$ cat config.mk
export PLATFORM = sky130hd
export DESIGN_NAME = enc_dec_apb_initiator
export DESIGN_NICKNAME = d
export VERILOG_FILES = /design/src/rtl/enc_dec_apb_initiator.sv
export SDC_FILE = /design/constraint.sdc
export NUM_CORES = 1
export LEC_CHECK = 0
export ABC_CLOCK_PERIOD_IN_PS = 18100
export CORE_AREA = 4 4 151 95
export DETAILED_ROUTE_END_ITERATION = 12
export DIE_AREA = 0 0 155 99
export PLACE_DENSITY = 0.83
export RECOVER_POWER = 50
export SYNTH_ARGS = -nofsm -noshare
export SYNTH_HDL_FRONTEND = slang
export SYNTH_SLANG_ARGS = --single-unit
$ cat constraint.sdc
create_clock -name clk -period 18.1 [get_ports clk]
set_input_delay 5.43 -clock clk [delete_from_list [all_inputs] [get_ports clk]]
set_output_delay 5.43 -clock clk [all_outputs]
set_load 0.005 [all_outputs]
$ cat src/rtl/enc_dec_apb_initiator.sv
// APB initiator for the encoder/decoder register block: accepts one job, writes
// DATA_IN, CODEWORD_WIDTH, NOISE, then CTRL, and returns the captured result.
`timescale 1ns/1ps
module enc_dec_apb_initiator #(
    parameter int unsigned DATA_WIDTH      = 32,
    parameter int unsigned AMBA_ADDR_WIDTH = 20,
    parameter int unsigned AMBA_WORD       = 32,
    parameter int unsigned BASE_ADDR       = 0,
    parameter int unsigned TIMEOUT_CYCLES  = 16
) (
    input  logic                       clk,
    input  logic                       rst,
    input  logic                       job_valid,
    output logic                       job_ready,
    input  logic [1:0]                 job_ctrl,
    input  logic [DATA_WIDTH-1:0]      job_data,
    input  logic [1:0]                 job_width,
    input  logic [DATA_WIDTH-1:0]      job_noise,
    output logic [AMBA_ADDR_WIDTH-1:0] PADDR,
    output logic [AMBA_WORD-1:0]       PWDATA,
    output logic                       PSEL,
    output logic                       PENABLE,
    output logic                       PWRITE,
    input  logic                       operation_done,
    input  logic [DATA_WIDTH-1:0]      data_out,
    input  logic [1:0]                 num_of_errors,
    output logic                       res_valid,
    input  logic                       res_ready,
    output logic [DATA_WIDTH-1:0]      res_data,
    output logic [1:0]                 res_errors,
    output logic                       res_timeout,
    output logic                       busy
);

    localparam int unsigned CNT_W = (TIMEOUT_CYCLES > 1) ? $clog2(TIMEOUT_CYCLES) : 1;

    typedef enum logic [2:0] {
        IDLE,
        SETUP,
        ACCESS,
        WAIT_DONE,
        RESULT
    } state_t;

    state_t                    r_state;
    state_t                    w_next;
    logic [1:0]                r_idx;
    logic [1:0]                w_next_idx;
    logic [CNT_W-1:0]          r_cnt;
    logic [1:0]                r_ctrl;
    logic [DATA_WIDTH-1:0]     r_data;
    logic [1:0]                r_width;
    logic [DATA_WIDTH-1:0]     r_noise;
    logic                      w_timeout_hit;
    logic [AMBA_ADDR_WIDTH-1:0] w_paddr;
    logic [AMBA_WORD-1:0]      w_wdata;

    assign job_ready     = (r_state == IDLE);
    assign busy          = (r_state != IDLE);
    assign w_timeout_hit = (r_cnt == CNT_W'(TIMEOUT_CYCLES - 1));

    always_ff @(posedge clk or posedge rst) begin
        if (rst) begin
            r_state <= IDLE;
            r_idx   <= '0;
        end else begin
            r_state <= w_next;
            r_idx   <= w_next_idx;
        end
    end

    always_comb begin
        w_next     = r_state;
        w_next_idx = r_idx;
        case (r_state)
            IDLE: begin
                if (job_valid) begin
                    w_next     = SETUP;
                    w_next_idx = 2'd1;
                end
            end
            SETUP:  w_next = ACCESS;
            ACCESS: begin
                // Index wraps 1,2,3 -> 0 so CTRL, which starts the target, goes last.
                if (r_idx == 2'd0) begin
                    w_next = WAIT_DONE;
                end else begin
                    w_next     = SETUP;
                    w_next_idx = r_idx + 2'd1;
                end
            end
            WAIT_DONE: begin
                if (operation_done || w_timeout_hit)
                    w_next = RESULT;
            end
            RESULT: begin
                if (res_ready)
                    w_next = IDLE;
            end
            default: w_next = IDLE;
        endcase
    end

    // The first SETUP is registered on the accept edge, before the job fields are latched.
    always_comb begin
        w_wdata = '0;
        case (w_next_idx)
            2'd0: w_wdata = AMBA_WORD'(r_ctrl);
            2'd1: w_wdata = AMBA_WORD'((r_state == IDLE) ? job_data : r_data);
            2'd2: w_wdata = AMBA_WORD'(r_width);
            2'd3: w_wdata = AMBA_WORD'(r_noise);
            default: w_wdata = '0;
        endcase
        w_paddr = AMBA_ADDR_WIDTH'(BASE_ADDR) + AMBA_ADDR_WIDTH'({w_next_idx, 2'b00});
    end

    always_ff @(posedge clk or posedge rst) begin
        if (rst) begin
            r_ctrl      <= '0;
            r_data      <= '0;
            r_width     <= '0;
            r_noise     <= '0;
            r_cnt       <= '0;
            PSEL        <= 1'b0;
            PENABLE     <= 1'b0;
            PWRITE      <= 1'b0;
            PADDR       <= '0;
            PWDATA      <= '0;
            res_valid   <= 1'b0;
            res_data    <= '0;
            res_errors  <= '0;
            res_timeout <= 1'b0;
        end else begin
            if (r_state == IDLE && job_valid) begin
                r_ctrl  <= job_ctrl;
                r_data  <= job_data;
                r_width <= job_width;
                r_noise <= job_noise;
            end

            PSEL    <= (w_next == SETUP) || (w_next == ACCESS);
            PENABLE <= (w_next == ACCESS);
            PWRITE  <= (w_next == SETUP) || (w_next == ACCESS);
            if (w_next == SETUP) begin
                PADDR  <= w_paddr;
                PWDATA <= w_wdata;
            end

            if (r_state == ACCESS && w_next == WAIT_DONE)
                r_cnt <= '0;
            else if (r_state == WAIT_DONE && !operation_done && !w_timeout_hit)
                r_cnt <= r_cnt + 1'b1;

            if (r_state == WAIT_DONE) begin
                if (operation_done) begin
                    res_data    <= data_out;
                    res_errors  <= num_of_errors;
                    res_timeout <= 1'b0;
                end else if (w_timeout_hit) begin
                    res_data    <= '0;
                    res_errors  <= '0;
                    res_timeout <= 1'b1;
                end
            end

            res_valid <= (w_next == RESULT);
        end
    end

endmodule
# Yosys cells after proc, flatten, opt, wreduce, memory -nomap -nowiden
# Cells that the tools add are included.
# classes
shifts	0
n_eq_ne	12
muxes	18
n_lt_le_gt_ge	0
div	0
reduce_logical	15
addsub	2
n_bitwise	0
multipliers	0
# op_table
op	count
case mux 32 bit (4 select lines)	1
2-to-1 mux 32 bit	3
case mux 3 bit (5 select lines)	1
== test 3 x 2 -> 1 bit, second input constant	4
2-to-1 mux 2 bit	5
2-to-1 mux 3 bit	3
2-to-1 mux 4 bit	2
== test 3 x 1 -> 1 bit, second input constant	2
== test 3 bit, second input constant	2
adder 4 x 1 -> 4 bit, second input constant	1
== test 2 bit, second input constant	2
== test 4 bit, second input constant	1
logical AND 1 bit	4
logical NOT 2 bit	2
case mux 2 bit (2 select lines)	1
nonzero test 2 bit	2
logical NOT 3 bit	1
nonzero test 3 bit	1
adder 2 x 1 -> 2 bit, second input constant	1
== test 2 x 1 -> 1 bit, second input constant	1
logical NOT 1 bit	2
logical OR 1 bit	2
2-to-1 mux 1 bit	2
AND reduction 2 bit	1
# word_totals
output_inout_bits	93
ramBits	0
mem_count	0
ff_bits	149
rom_bits	0
input_bits	107
latch_bits	0

# Logic depth before layout (Yosys ltp)
# depth
word_depth	7
mapped_depth	8
ltp_nobuf	7

# Worst setup path after synthesis
# No wires, ideal clock.
# synth_path
path_type	input -> register
from	in job_valid
to	reg PWDATA[3]
path_stages	7
slack_ps	11468
arrival_ps	6509
path_cell_list	or2_1 a21o_1 and2_1 buf_4 clkbuf_2 o21ai_0 o21ai_1
# synth_between
elab_chain_len	4
# synth_lines
item	line	source
from (decl)	13	input logic job_valid,
2-to-1 mux 2 bit	77	if (job_valid) begin
case mux 2 bit (2 select lines)	75	case (r_state)
== test 2 bit (tied with other cells)	107	case (w_next_idx)
case mux 32 bit (4 select lines)	107	
to (signal assigned)	146	PWDATA <= w_wdata;
to (decl)	20	output logic [AMBA_WORD-1:0] PWDATA,
# Several ways; a longest one is shown, not always the timed one.
# A chain may end at the register's enable or synchronous reset.

# Worst setup path after layout
# layout_path
from	in job_valid
to	reg r_ctrl[1]
# layout_between
elab_chain_len	1
# layout_lines
item	line	source
logical AND 1 bit	134	if (r_state == IDLE && job_valid) begin
to (signal assigned)	135	r_ctrl <= job_ctrl;
to (decl)	50	logic [1:0] r_ctrl;
# No other way between the ends.

==> results.py <==
metrics = {
    "outcome": {
        "status": "finished with violations",
        "violations": "capacitance limit, slew limit",
    },
    "logic_synthesis": {
        "synth_area_per_cell_um2": 12.26,
        "synth_compound_area_share_pct": 11.03,
        "ys_types": 38,
        "synth-seq-cells": 149,
        "syn-cell-area_um2": 6499,
        "muxShareOfSynthArea_pct": 17.81,
        "synthSimpleGateAreaFrac_pct": 6.623,
        "synthArstFlopShare_pct": 100.0,
        "netlist_instances": 530,
        "ys.flop_type": "dfrtp_1",
        "synth-edff-count": 0,
        "seq_area_frac_synth_pct": 57.37,
        "synth_top_family_by_area": "multiplexers",
        "yosys.area_share.adder_pct": 0.5776,
        "synth_xor_xnor_area_share_pct": 0.4043,
        "yosysWarningCount": 0,
    },
    "place": {
        "port_buffers": 181,
        "place_hpwl_um": 10830,
        "routabilityCongestion": 0.8203,
        "placed_area_um2": 8264,
        "place_inst": 841,
    },
    "critical_path": {
        "path_buf_inv": 1,
        "max_stage_delay_ns": 3.22,
        "cp.depth": 3,
        "rrSetupSlack_ns": 12.48,
        "required_ns": 18.44,
        "crit_family": "simple AND/OR/NAND/NOR gates",
        "worstReg2RegEnd": "r_ctrl[1]",
        "cp_slowest_cell": "and2_0",
        "reg2reg_from": "r_state[1]",
        "path_max_fanout": 68,
        "cp-end-kind": "register",
        "crit_arrival_ns": 9.94,
        "start_kind": "primary input",
        "cp-endpoint": "r_ctrl[1]",
        "startpoint": "job_valid",
        "worstPathCellList": "dlygate4sd3_1, and2_0, mux2_2",
        "crit_type": "in2reg",
        "ff2ff_path_depth": 4,
    },
    "floorplan": {
        "initial_core_util_pct": 50.88,
        "row_count": 32,
        "coreArea_um2": 12770,
        "dieHeight_um": 99,
        "die-area_um2": 15350,
        "fp.dieW_um": 155,
        "io_pins": 200,
    },
    "cts": {
        "clockRootBuffer": "clkbuf_16",
        "cts.path.max_buffers": 2,
        "cts_resized": 0,
        "clk_pin_slew_ns": 0.06,
        "cts_tree": "done",
        "cts.sinks": 149,
        "ctsHoldBuffers": 0,
        "cts_inserted_buffers": 17,
        "htree_levels": 4,
        "worstSkewPairLatency_ns": 0.42,
        "postCtsSetupBuffers": 0,
    },
    "power": {
        "power.total_mw": 1.600,
        "p_leak_nw": 3.946,
        "power.density_nw_per_um2": 180.9,
        "ir_worst_vdd_mv": 0.08113,
    },
    "final_layout": {
        "layout.cells.non_filler": 872,
        "drive_above_1_share_pct": 13.96,
        "layout_commonest_cell": "dfrtp_1",
        "multi_input_area_um2": 2421,
        "fin_nets": 800,
        "final_cell_area_um2": 8841,
        "seq_area_um2": 3729,
        "layout_common_cells": "149 x dfrtp_1, 105 x clkdlybuf4s50_1, 76 x dlygate4sd3_1",
        "fill_cells": 914,
        "antenna_cells": 0,
        "synthToLayoutAreaGrowth_pct": 36.04,
    },
    "sta": {
        "tns_ns": 0,
        "rsz0062_at_grt": "false",
        "fin_worst_skew_ns": 0.01147,
        "finalSetupViolCount": 0,
        "timing.slew.headroom_pct": -203.7,
        "worst_slew_pin_slew_ns": 4.556,
        "period_needed_ns": 9.598,
        "holdWs_ns": 0.4780,
        "finalHoldViolCount": 0,
        "min_period_over_period_pct": 53.03,
        "max_freq_ghz": 0.1042,
        "slew_violations": 160,
    },
    "global_route": {
        "met2_usage_pct": 33.43,
        "grtUsageMet1_pct": 30.16,
        "grt_start_max_net_pins": 91,
        "track_usage_pct": 21.69,
        "globalRoute.busiestLayer": "met2",
        "grt_pass1_vias": 5056,
        "grt_pass1_wl_um": 26410,
        "grt_overflow_total": 0,
        "grtUsageMet3_pct": 6.011,
        "grt_antenna_before_repair": 0,
    },
    "detailed_routing": {
        "first_pass_iters": 5,
        "vias": 4780,
        "drcViolationCount": 0,
        "wl_per_cell_um": 18.62,
        "wl_um": 16240,
        "initialDrtViolationCount": 220,
        "drt.antenna.violating_nets": 0,
        "viasPerCell": 5.482,
    },
    "job": {
        "cap_violations": 2,
    },
    "min_path": {
        "hold_depth": 2,
        "hold_class": "reg2reg",
    },
}
-- tightest hold or removal path, stage by stage (launching register included) --
cell     delay, ns
dfrtp_1       0.34
nand2_1       0.05
o21ai_0       0.06
-- registers in the layout (all words and copies together), names as in the netlist, 2 cells and up --
signal      count
r_cnt           4
PADDR           2
r_idx           2
res_data       32
r_state         3
PWDATA         32
r_width         2
res_errors      2
r_data         32
r_noise        32
r_ctrl          2
-- cell type report --
type,count,area share [%]
flip-flops and latches,149,42.17
inverters,8,0.3538
repair buffers,183,20.66
multi-input cells,331,27.38
clock inverters,13,2.052
clock buffers,18,4.967
well taps,170,2.406
-- worst min path at each step --
stage | startpoint | to | slack (ns)
6_report | PWDATA[6] | PWDATA[6] | 0.48
3_3_place_gp | PWDATA[4] | PWDATA[4] | 0.47
2_1_floorplan | PADDR[2] | PADDR[2] | 0.47
5_1_grt | r_noise[20] | r_noise[20] | 0.51
3_5_place_dp | PWDATA[6] | PWDATA[6] | 0.47
4_1_cts | PWDATA[6] | PWDATA[6] | 0.49
-- where the power goes --
group	switching (mW)	total, mW	internal (mW)
Clock	0.138	0.371	0.233
Combinational	0.300	0.641	0.341
Sequential	0.0943	0.587	0.493
Total	0.532	1.60	1.07
-- routing by layer --
metal	up-vias	share of wire (%)	wire length, um
met5	-	0	0
met4	0	1.3	207
met3	21	7.5	1221
met2	184	47	7597
met1	2413	44	7210
li1	2162	-	-
-- cell usage after synthesis (all sizes together), types with 3 or more instances --
cell | instances | area share (%)
dfrtp | 149 | 57
mux2 | 68 | 12
o21ai | 63 | 4.9
buf | 40 | 4.5
nand2 | 38 | 2.2
mux2i | 35 | 5.4
a22o | 34 | 4.6
nand3 | 31 | 2.4
clkbuf | 19 | 1.1
inv | 8 | 0.46
nor2 | 8 | 0.50
a21oi | 5 | 0.38
nor2b | 4 | 0.38
and3 | 3 | 0.29
ha | 3 | 0.58
-- per-stage QoR --
step / util [%] / setup slack [ns]
after global placement: 64.70 / 9.572
after detailed placement: 64.70 / 9.528
after CTS: 69.56 / 9.923
after global routing: 69.22 / 8.230
final: 69.22 / 8.502
after floorplan: - / 8.662
-- cell families (layout without fill, tap and decap cells) --
| logic type | count (synthesis) | after routing |
|---|---|---|
| adders and majority gates | 3 | 3 |
| muxes | 103 | 103 |
| xor gates and xnor gates | 3 | 3 |
| AOI/OAI and AO/OA | 112 | 112 |
| DFF | 149 | 149 |
| buffers and inverters | 67 | 222 |
| and+or+nand+nor | 92 | 92 |
| other | 1 | 18 |
(Power assumes the default switching activity.)
